## src/rtl/viterbi_pkg.sv

```systemverilog
// Shared definitions for the soft-decision Viterbi datapath.
//   soft_max()  : largest soft symbol value for a given symbol width
//   bm_width()  : width needed to hold a branch metric of N_OUT symbols
//   DEC_EDGE1/2 : encoding of the survivor decision bit
package viterbi_pkg;

  localparam int SOFT_W_DEF = 3;

  function automatic int soft_max(input int soft_w);
    return (1 << soft_w) - 1;
  endfunction

  localparam int SOFT_MAX = soft_max(SOFT_W_DEF);

  // N_OUT symbols of at most 2^SOFT_W-1 each sum to less than 2^(SOFT_W+clog2(N_OUT)).
  function automatic int bm_width(input int n_out, input int soft_w);
    return soft_w + $clog2(n_out);
  endfunction

  localparam logic DEC_EDGE1 = 1'b0;
  localparam logic DEC_EDGE2 = 1'b1;

endpackage

```

## src/rtl/acs_unit_soft_if.sv

```systemverilog
// Handshake/data bundle between the decoder controller (master) and one
// ACS state unit (slave).
//   start, in_valid, norm_en        : control from the controller
//   rx_sym, exp_1/2, pm_in_1/2      : soft symbols, expected codewords, predecessor metrics
//   pm_out, dec_out, out_valid      : registered survivor result
//   norm_req, sat_err               : status back to the controller
interface acs_unit_soft_if #(
  parameter int N_OUT  = 2,
  parameter int SOFT_W = 3,
  parameter int PM_W   = 8
);
  logic                      start;
  logic                      in_valid;
  logic [N_OUT*SOFT_W-1:0]   rx_sym;
  logic [N_OUT-1:0]          exp_1;
  logic [N_OUT-1:0]          exp_2;
  logic [PM_W-1:0]           pm_in_1;
  logic [PM_W-1:0]           pm_in_2;
  logic                      norm_en;
  logic [PM_W-1:0]           pm_out;
  logic                      dec_out;
  logic                      out_valid;
  logic                      norm_req;
  logic                      sat_err;

  modport master (
    output start, in_valid, rx_sym, exp_1, exp_2, pm_in_1, pm_in_2, norm_en,
    input  pm_out, dec_out, out_valid, norm_req, sat_err
  );

  modport slave (
    input  start, in_valid, rx_sym, exp_1, exp_2, pm_in_1, pm_in_2, norm_en,
    output pm_out, dec_out, out_valid, norm_req, sat_err
  );
endinterface

```

## src/rtl/branch_metric_soft.sv

```systemverilog
// Soft-decision branch metric for one trellis edge: the distance between the
// received soft symbols and an expected codeword. A symbol expected as '1'
// costs (max - rx), one expected as '0' costs rx. With SOFT_W=1 this reduces
// to the hard-decision Hamming distance.
//   rx_sym_i : N_OUT soft symbols, symbol i at [i*SOFT_W +: SOFT_W]
//   exp_i    : expected codeword bits
//   bm_o     : branch metric
module branch_metric_soft
  import viterbi_pkg::*;
#(
  parameter int N_OUT  = 2,
  parameter int SOFT_W = 3,
  parameter int BM_W   = bm_width(N_OUT, SOFT_W)
) (
  input  logic [N_OUT*SOFT_W-1:0] rx_sym_i,
  input  logic [N_OUT-1:0]        exp_i,
  output logic [BM_W-1:0]         bm_o
);

  localparam logic [SOFT_W-1:0] SMAX = SOFT_W'(soft_max(SOFT_W));

  logic [N_OUT-1:0][SOFT_W-1:0] cost;

  for (genvar i = 0; i < N_OUT; i++) begin : g_sym
    assign cost[i] = exp_i[i] ? (SMAX - rx_sym_i[i*SOFT_W +: SOFT_W])
                              : rx_sym_i[i*SOFT_W +: SOFT_W];
  end

  always_comb begin
    bm_o = '0;
    for (int i = 0; i < N_OUT; i++) bm_o = bm_o + BM_W'(cost[i]);
  end

endmodule

```

## src/rtl/acs_unit_soft.sv

```systemverilog
// Registered add-compare-select unit for one trellis state.
// Adds a soft branch metric to each predecessor metric, clamps to the metric
// range (flagging saturation), picks the survivor and registers it.
//   clk, rst_n : clock, synchronous active-low reset
//   bus        : slave side of acs_unit_soft_if (inputs, survivor metric,
//                decision, valid, normalisation request, sticky saturation)
module acs_unit_soft
  import viterbi_pkg::*;
#(
  parameter int N_OUT       = 2,
  parameter int SOFT_W      = 3,
  parameter int PM_W        = 8,
  parameter bit IS_ROOT     = 1'b0,
  parameter int INIT_PM     = 64,
  parameter int NORM_SUB    = 128,
  parameter int NORM_THRESH = 192
) (
  input  logic           clk,
  input  logic           rst_n,
  acs_unit_soft_if.slave bus
);

  localparam int BM_W = bm_width(N_OUT, SOFT_W);
  // Candidate width wide enough that pm + bm never wraps before the clamp.
  localparam int CW   = ((PM_W > BM_W) ? PM_W : BM_W) + 1;
  localparam logic [PM_W-1:0] PM_MAX  = '1;
  localparam logic [PM_W-1:0] PM_INIT = IS_ROOT ? '0 : PM_W'(INIT_PM);
  localparam logic [PM_W-1:0] PM_SUB  = PM_W'(NORM_SUB);

  logic [BM_W-1:0] bm_1, bm_2;

  branch_metric_soft #(.N_OUT(N_OUT), .SOFT_W(SOFT_W), .BM_W(BM_W)) u_bm_1 (
    .rx_sym_i (bus.rx_sym),
    .exp_i    (bus.exp_1),
    .bm_o     (bm_1)
  );

  branch_metric_soft #(.N_OUT(N_OUT), .SOFT_W(SOFT_W), .BM_W(BM_W)) u_bm_2 (
    .rx_sym_i (bus.rx_sym),
    .exp_i    (bus.exp_2),
    .bm_o     (bm_2)
  );

  logic [CW-1:0]   sum_1, sum_2;
  logic            ovf_1, ovf_2;
  logic [PM_W-1:0] cand_1, cand_2, win;
  logic            pick_2;

  assign sum_1  = CW'(bus.pm_in_1) + CW'(bm_1);
  assign sum_2  = CW'(bus.pm_in_2) + CW'(bm_2);
  assign ovf_1  = sum_1 > CW'(PM_MAX);
  assign ovf_2  = sum_2 > CW'(PM_MAX);
  assign cand_1 = ovf_1 ? PM_MAX : sum_1[PM_W-1:0];
  assign cand_2 = ovf_2 ? PM_MAX : sum_2[PM_W-1:0];

  // Ties on the clamped candidate go to the smaller branch metric, then edge 1.
  assign pick_2 = (cand_2 < cand_1) || ((cand_2 == cand_1) && (bm_2 < bm_1));
  assign win    = pick_2 ? cand_2 : cand_1;

  logic [PM_W-1:0] pm_q, pm_d;
  logic            dec_q, dec_d;
  logic            ov_q, ov_d;
  logic            sat_q, sat_d;

  always_comb begin
    pm_d  = pm_q;
    dec_d = dec_q;
    ov_d  = 1'b0;
    sat_d = sat_q;
    if (bus.start) begin
      // New block: valid data in the same cycle is dropped.
      pm_d  = PM_INIT;
      dec_d = DEC_EDGE1;
      sat_d = 1'b0;
    end else if (bus.in_valid) begin
      ov_d  = 1'b1;
      dec_d = pick_2 ? DEC_EDGE2 : DEC_EDGE1;
      sat_d = sat_q | ovf_1 | ovf_2;
      if (bus.norm_en) pm_d = (win >= PM_SUB) ? (win - PM_SUB) : '0;
      else             pm_d = win;
    end
  end

  always_ff @(posedge clk) begin
    if (!rst_n) begin
      pm_q  <= PM_INIT;
      dec_q <= DEC_EDGE1;
      ov_q  <= 1'b0;
      sat_q <= 1'b0;
    end else begin
      pm_q  <= pm_d;
      dec_q <= dec_d;
      ov_q  <= ov_d;
      sat_q <= sat_d;
    end
  end

  assign bus.pm_out    = pm_q;
  assign bus.dec_out   = dec_q;
  assign bus.out_valid = ov_q;
  assign bus.sat_err   = sat_q;
  assign bus.norm_req  = (int'(pm_q) >= NORM_THRESH);

endmodule

```

## src/flat_wrapper.sv

```systemverilog
// flat-port wrapper written by rule: the top's interface ports become plain ports
module acs_unit_soft_flat import viterbi_pkg::*;
#(
  parameter int N_OUT       = 2,
  parameter int SOFT_W      = 3,
  parameter int PM_W        = 8,
  parameter bit IS_ROOT     = 1'b0,
  parameter int INIT_PM     = 64,
  parameter int NORM_SUB    = 128,
  parameter int NORM_THRESH = 192
)
  (clk, rst_n, bus_start, bus_in_valid, bus_rx_sym, bus_exp_1, bus_exp_2, bus_pm_in_1, bus_pm_in_2, bus_norm_en, bus_pm_out, bus_dec_out, bus_out_valid, bus_norm_req, bus_sat_err);
  acs_unit_soft_if #(.N_OUT(N_OUT), .SOFT_W(SOFT_W), .PM_W(PM_W)) bus_i ();
  input  logic clk;
  input  logic rst_n;
  input wire logic [$bits(bus_i.start)-1:0] bus_start;
  input wire logic [$bits(bus_i.in_valid)-1:0] bus_in_valid;
  input wire logic [$bits(bus_i.rx_sym)-1:0] bus_rx_sym;
  input wire logic [$bits(bus_i.exp_1)-1:0] bus_exp_1;
  input wire logic [$bits(bus_i.exp_2)-1:0] bus_exp_2;
  input wire logic [$bits(bus_i.pm_in_1)-1:0] bus_pm_in_1;
  input wire logic [$bits(bus_i.pm_in_2)-1:0] bus_pm_in_2;
  input wire logic [$bits(bus_i.norm_en)-1:0] bus_norm_en;
  output wire logic [$bits(bus_i.pm_out)-1:0] bus_pm_out;
  output wire logic [$bits(bus_i.dec_out)-1:0] bus_dec_out;
  output wire logic [$bits(bus_i.out_valid)-1:0] bus_out_valid;
  output wire logic [$bits(bus_i.norm_req)-1:0] bus_norm_req;
  output wire logic [$bits(bus_i.sat_err)-1:0] bus_sat_err;
  assign bus_i.start = bus_start;
  assign bus_i.in_valid = bus_in_valid;
  assign bus_i.rx_sym = bus_rx_sym;
  assign bus_i.exp_1 = bus_exp_1;
  assign bus_i.exp_2 = bus_exp_2;
  assign bus_i.pm_in_1 = bus_pm_in_1;
  assign bus_i.pm_in_2 = bus_pm_in_2;
  assign bus_i.norm_en = bus_norm_en;
  assign bus_pm_out = bus_i.pm_out;
  assign bus_dec_out = bus_i.dec_out;
  assign bus_out_valid = bus_i.out_valid;
  assign bus_norm_req = bus_i.norm_req;
  assign bus_sat_err = bus_i.sat_err;
  acs_unit_soft #(.N_OUT(N_OUT), .SOFT_W(SOFT_W), .PM_W(PM_W), .IS_ROOT(IS_ROOT), .INIT_PM(INIT_PM), .NORM_SUB(NORM_SUB), .NORM_THRESH(NORM_THRESH)) u_core (.clk(clk), .rst_n(rst_n), .bus(bus_i));
endmodule
```

## config.mk

```make
export PLATFORM = sky130hd
export DESIGN_NAME = acs_unit_soft_flat
export DESIGN_NICKNAME = d
export VERILOG_FILES = /design/src/rtl/viterbi_pkg.sv /design/src/rtl/acs_unit_soft_if.sv /design/src/rtl/branch_metric_soft.sv /design/src/rtl/acs_unit_soft.sv /design/src/flat_wrapper.sv
export SDC_FILE = /design/constraint.sdc
export NUM_CORES = 1
export LEC_CHECK = 0
export BUFFER_PORTS_ARGS = -buffer_cell sky130_fd_sc_hd__buf_4
export CAP_MARGIN = 20
export CORE_ASPECT_RATIO = 2
export CORE_MARGIN = 3
export CORE_UTILIZATION = 55
export CTS_BUF_LIST = sky130_fd_sc_hd__clkbuf_8
export CTS_CLUSTER_SIZE = 16
export DETAILED_ROUTE_END_ITERATION = 8
export GPL_TIMING_DRIVEN = 1
export PLACE_DENSITY_LB_ADDON = 0.3
export SLEW_MARGIN = 20
export SYNTH_ARGS = -nofsm -noshare
export SYNTH_HDL_FRONTEND = slang
export SYNTH_SLANG_ARGS = --single-unit
```

## constraint.sdc

```tcl
create_clock -name clk -period 8.51 [get_ports clk]
set_input_delay 2.553 -clock clk [delete_from_list [all_inputs] [get_ports clk]]
set_output_delay 2.553 -clock clk [all_outputs]
set_load 0.01 [all_outputs]
```

==> impl_metrics.yaml <==
floorplan:
  ios: 43
  fp-row-count: 27
  die-area_um2: 3619
  die_w_um: 44.07
  core_area_um2: 2770
  die_h_um: 82.14
  start_util_pct: 57.54
layout:
  final.fill_count: 249
  final_common_cell: "buf_4"
  n_antenna_cell: 0
  layout-drive-gt1-share_pct: 26.45
  regArea_um2: 220.2
  fin_util_pct: 71.68
  multi_input_area_um2: 1282
  finalInstanceArea_um2: 1986
  final_cell_mix: "buf_4 (42), ha_1 (25), inv_1 (24)"
  fin_nets: 303
  syn_to_final_growth_pct: 24.57
  fin_cells: 271
route:
  wl_per_cell_um: 13.87
  drtAntennaViolNets: 0
  drc: 0
  drt-total-wl_um: 3760
  drt-initial-drc-count: 31
  vias_per_cell: 5.790
  num_vias: 1569
  dr.pass1.iters: 4
global_route:
  grt_usage_pct: 22.89
  grt_max_degree: 19
  antenna_found_initial: 0
  grt_first_pass_wirelength_um: 6265
  grt_overflow: 0
  grt_pass1_vias: 1605
clock_tree:
  clk_latency_ps: 240
  cts_buffer_depth: 2
  ctsResizeCount: 0
  numCtsBuffers: 3
  htree_levels: 1
  cts_root_buf: "clkbuf_8"
  clk_pin_slew_ps: 50
  cts.sinks: 11
  cts_setup_buffers: 0
  cts_tree: "done"
  holdBufCountCts: 0
synthesis:
  ys_seq_area_share_pct: 13.81
  synth_cell_types: 47
  synth-edff-count: 0
  syn-cell-area_um2: 1594
  async_flop_share_pct: 0
  yosysWarnings: 0
  syn_inst: 197
  synth_fp_nets: 257
  syn_area_per_cell_um2: 8.092
  yosys_most_used_dff: "dfxtp_1"
  ys_ff_latch: 11
status:
  status: "completed"
setup_path:
  arrival_ps: 7200
  cp_cell_sequence: "buf_4, xor2_1, ha_1, inv_1, fa_1, xnor2_1, ha_1, nor2b_4, or2_0, a21o_2, nand3_1, mux2_2, ha_1, a21o_1, a21oi_1, o2111ai_1, nand3_1, mux2_4, nor3_4, a22o_1"
  critPathCaptureType: "flop"
  crit_path_max_incr_delay_ps: 490
  cp_slowest_cell: "nand3_1"
  start_kind: "primary input"
  required_ps: 8690
  crit_top_cell: "ha_1"
  crit_type: "primary input to flop"
  cp_max_fo: 18
sta:
  worst_pin_slew_ps: 820.5
  setup-tns-final_ps: 0
  hold_violations: 0
  fmax_ghz: 0.1425
  clock_skew_ps: 0
  slew_violations: 0
  fin_crit_sh_pct: 82.45
  rsz0062_at_grt: "false"
  setup_violations: 0
  fin_crit_ps: 7016
  relSlewSlack_pct: 44.97
placed_design:
  place.gp.congestion: 0.8614
  hpwlAfterDp_um: 3332
  port_buffers: 42
  placed_cells: 267
  placed_area_um2: 1941
power_and_ir_drop:
  total_power_w: 0.0003810
  p_per_area_nw_per_um2: 191.9
  peakVddDrop_uv: 89.26
  p_leak_nw: 1.023
min_path:
  min_path_type: "flop to flop"
run:
  drv_cap: 0
stage by stage:
step                      hold slack (ps)  worst slack (ps)
after floorplan                     469.6              1995
after global placement              434.3              1231
after detailed placement            441.4              1227
after CTS                           447.4              1463
after global routing                476.5              1165
final                               446.5              1494
sequential cells by signal, summed over array words and instances (netlist names):
name and count:
u_core.bus.dec_out 1, u_core.bus.out_valid 1, u_core.bus.pm_out 8, u_core.bus.sat_err 1
cells in the mapped netlist (2+ instances only):
| cell type | number | area [um^2] |
|---|---|---|
| nor3_1 | 2 | 10.01 |
| a21boi_0 | 2 | 15.01 |
| nand2b_1 | 4 | 25.02 |
| o21ai_0 | 8 | 40.04 |
| nand2_1 | 14 | 52.55 |
| dfxtp_1 | 11 | 220.2 |
| a211oi_1 | 2 | 15.01 |
| a21o_1 | 8 | 60.06 |
| a21oi_1 | 12 | 60.06 |
| xor2_1 | 14 | 122.6 |
| fa_1 | 4 | 80.08 |
| nor2b_1 | 3 | 18.77 |
| o31ai_1 | 2 | 15.01 |
| nor2_1 | 13 | 48.80 |
| ha_1 | 25 | 312.8 |
| inv_1 | 23 | 86.33 |
| xnor2_1 | 4 | 35.03 |
| a31oi_1 | 3 | 18.77 |
| mux2_2 | 2 | 22.52 |
| nand3_1 | 9 | 45.04 |
| or2_0 | 2 | 12.51 |
| a22o_2 | 5 | 50.05 |
critical path: cells and delay by family:
| family | cells | cell delay, ps |
|---|---|---|
| compound gates | 5 | 930 |
| xor+xnor | 2 | 400 |
| buf+inv | 2 | 190 |
| fa+ha+maj | 4 | 1200 |
| mux | 2 | 720 |
| simple gates | 5 | 1200 |
cells by family (layout without fill, tap and decap cells):
kind of cell	Yosys count	after routing	synth area share, %
AND/OR/NAND/NOR	59	59	19.94
multiplexers	4	4	2.982
flip-flops	11	11	13.81
AO/OA/AOI/OAI	52	52	23.00
buffers and inverters	24	69	5.730
adder cells (fa/ha/maj)	29	29	24.65
XOR/XNOR	18	18	9.890
path summary, 6_finish.rpt:
kind / from / to / slack [ps] / depth (start not counted)
worst max-delay path: bus_exp_2[0] / u_core.bus.pm_out[0] / 1490 / 20
worst min-delay path: u_core.bus.sat_err / u_core.bus.sat_err / 450 / 2
worst max register to register: u_core.bus.pm_out[6] / u_core.bus.pm_out[6] / 7720 / 2
worst min register to register: u_core.bus.sat_err / u_core.bus.sat_err / 450 / 2
power breakdown:
group	switching (W)	internal [W]
Clock	0.0000185	0.0000316
Combinational	0.000148	0.000124
Sequential	0.00000244	0.0000565
metal layers:
layer  vias up  wire length, um  track usage (%)
li1        780                -                -
met1       726             1203            19.79
met2        48             2255            44.88
met3        15              121            2.386
met4         0              179            17.22
met5         -                0                0
layout make-up:
type / count / share of cell area [%]
multi-input combinational: 162 / 64.59
sequential: 11 / 11.09
tap: 29 / 1.827
clock buffer: 3 / 2.079
clock inverter: 1 / 0.1890
inverter: 23 / 4.348
timing repair buffer: 42 / 15.88
Note: power is estimated with default switching activity, not from simulation.
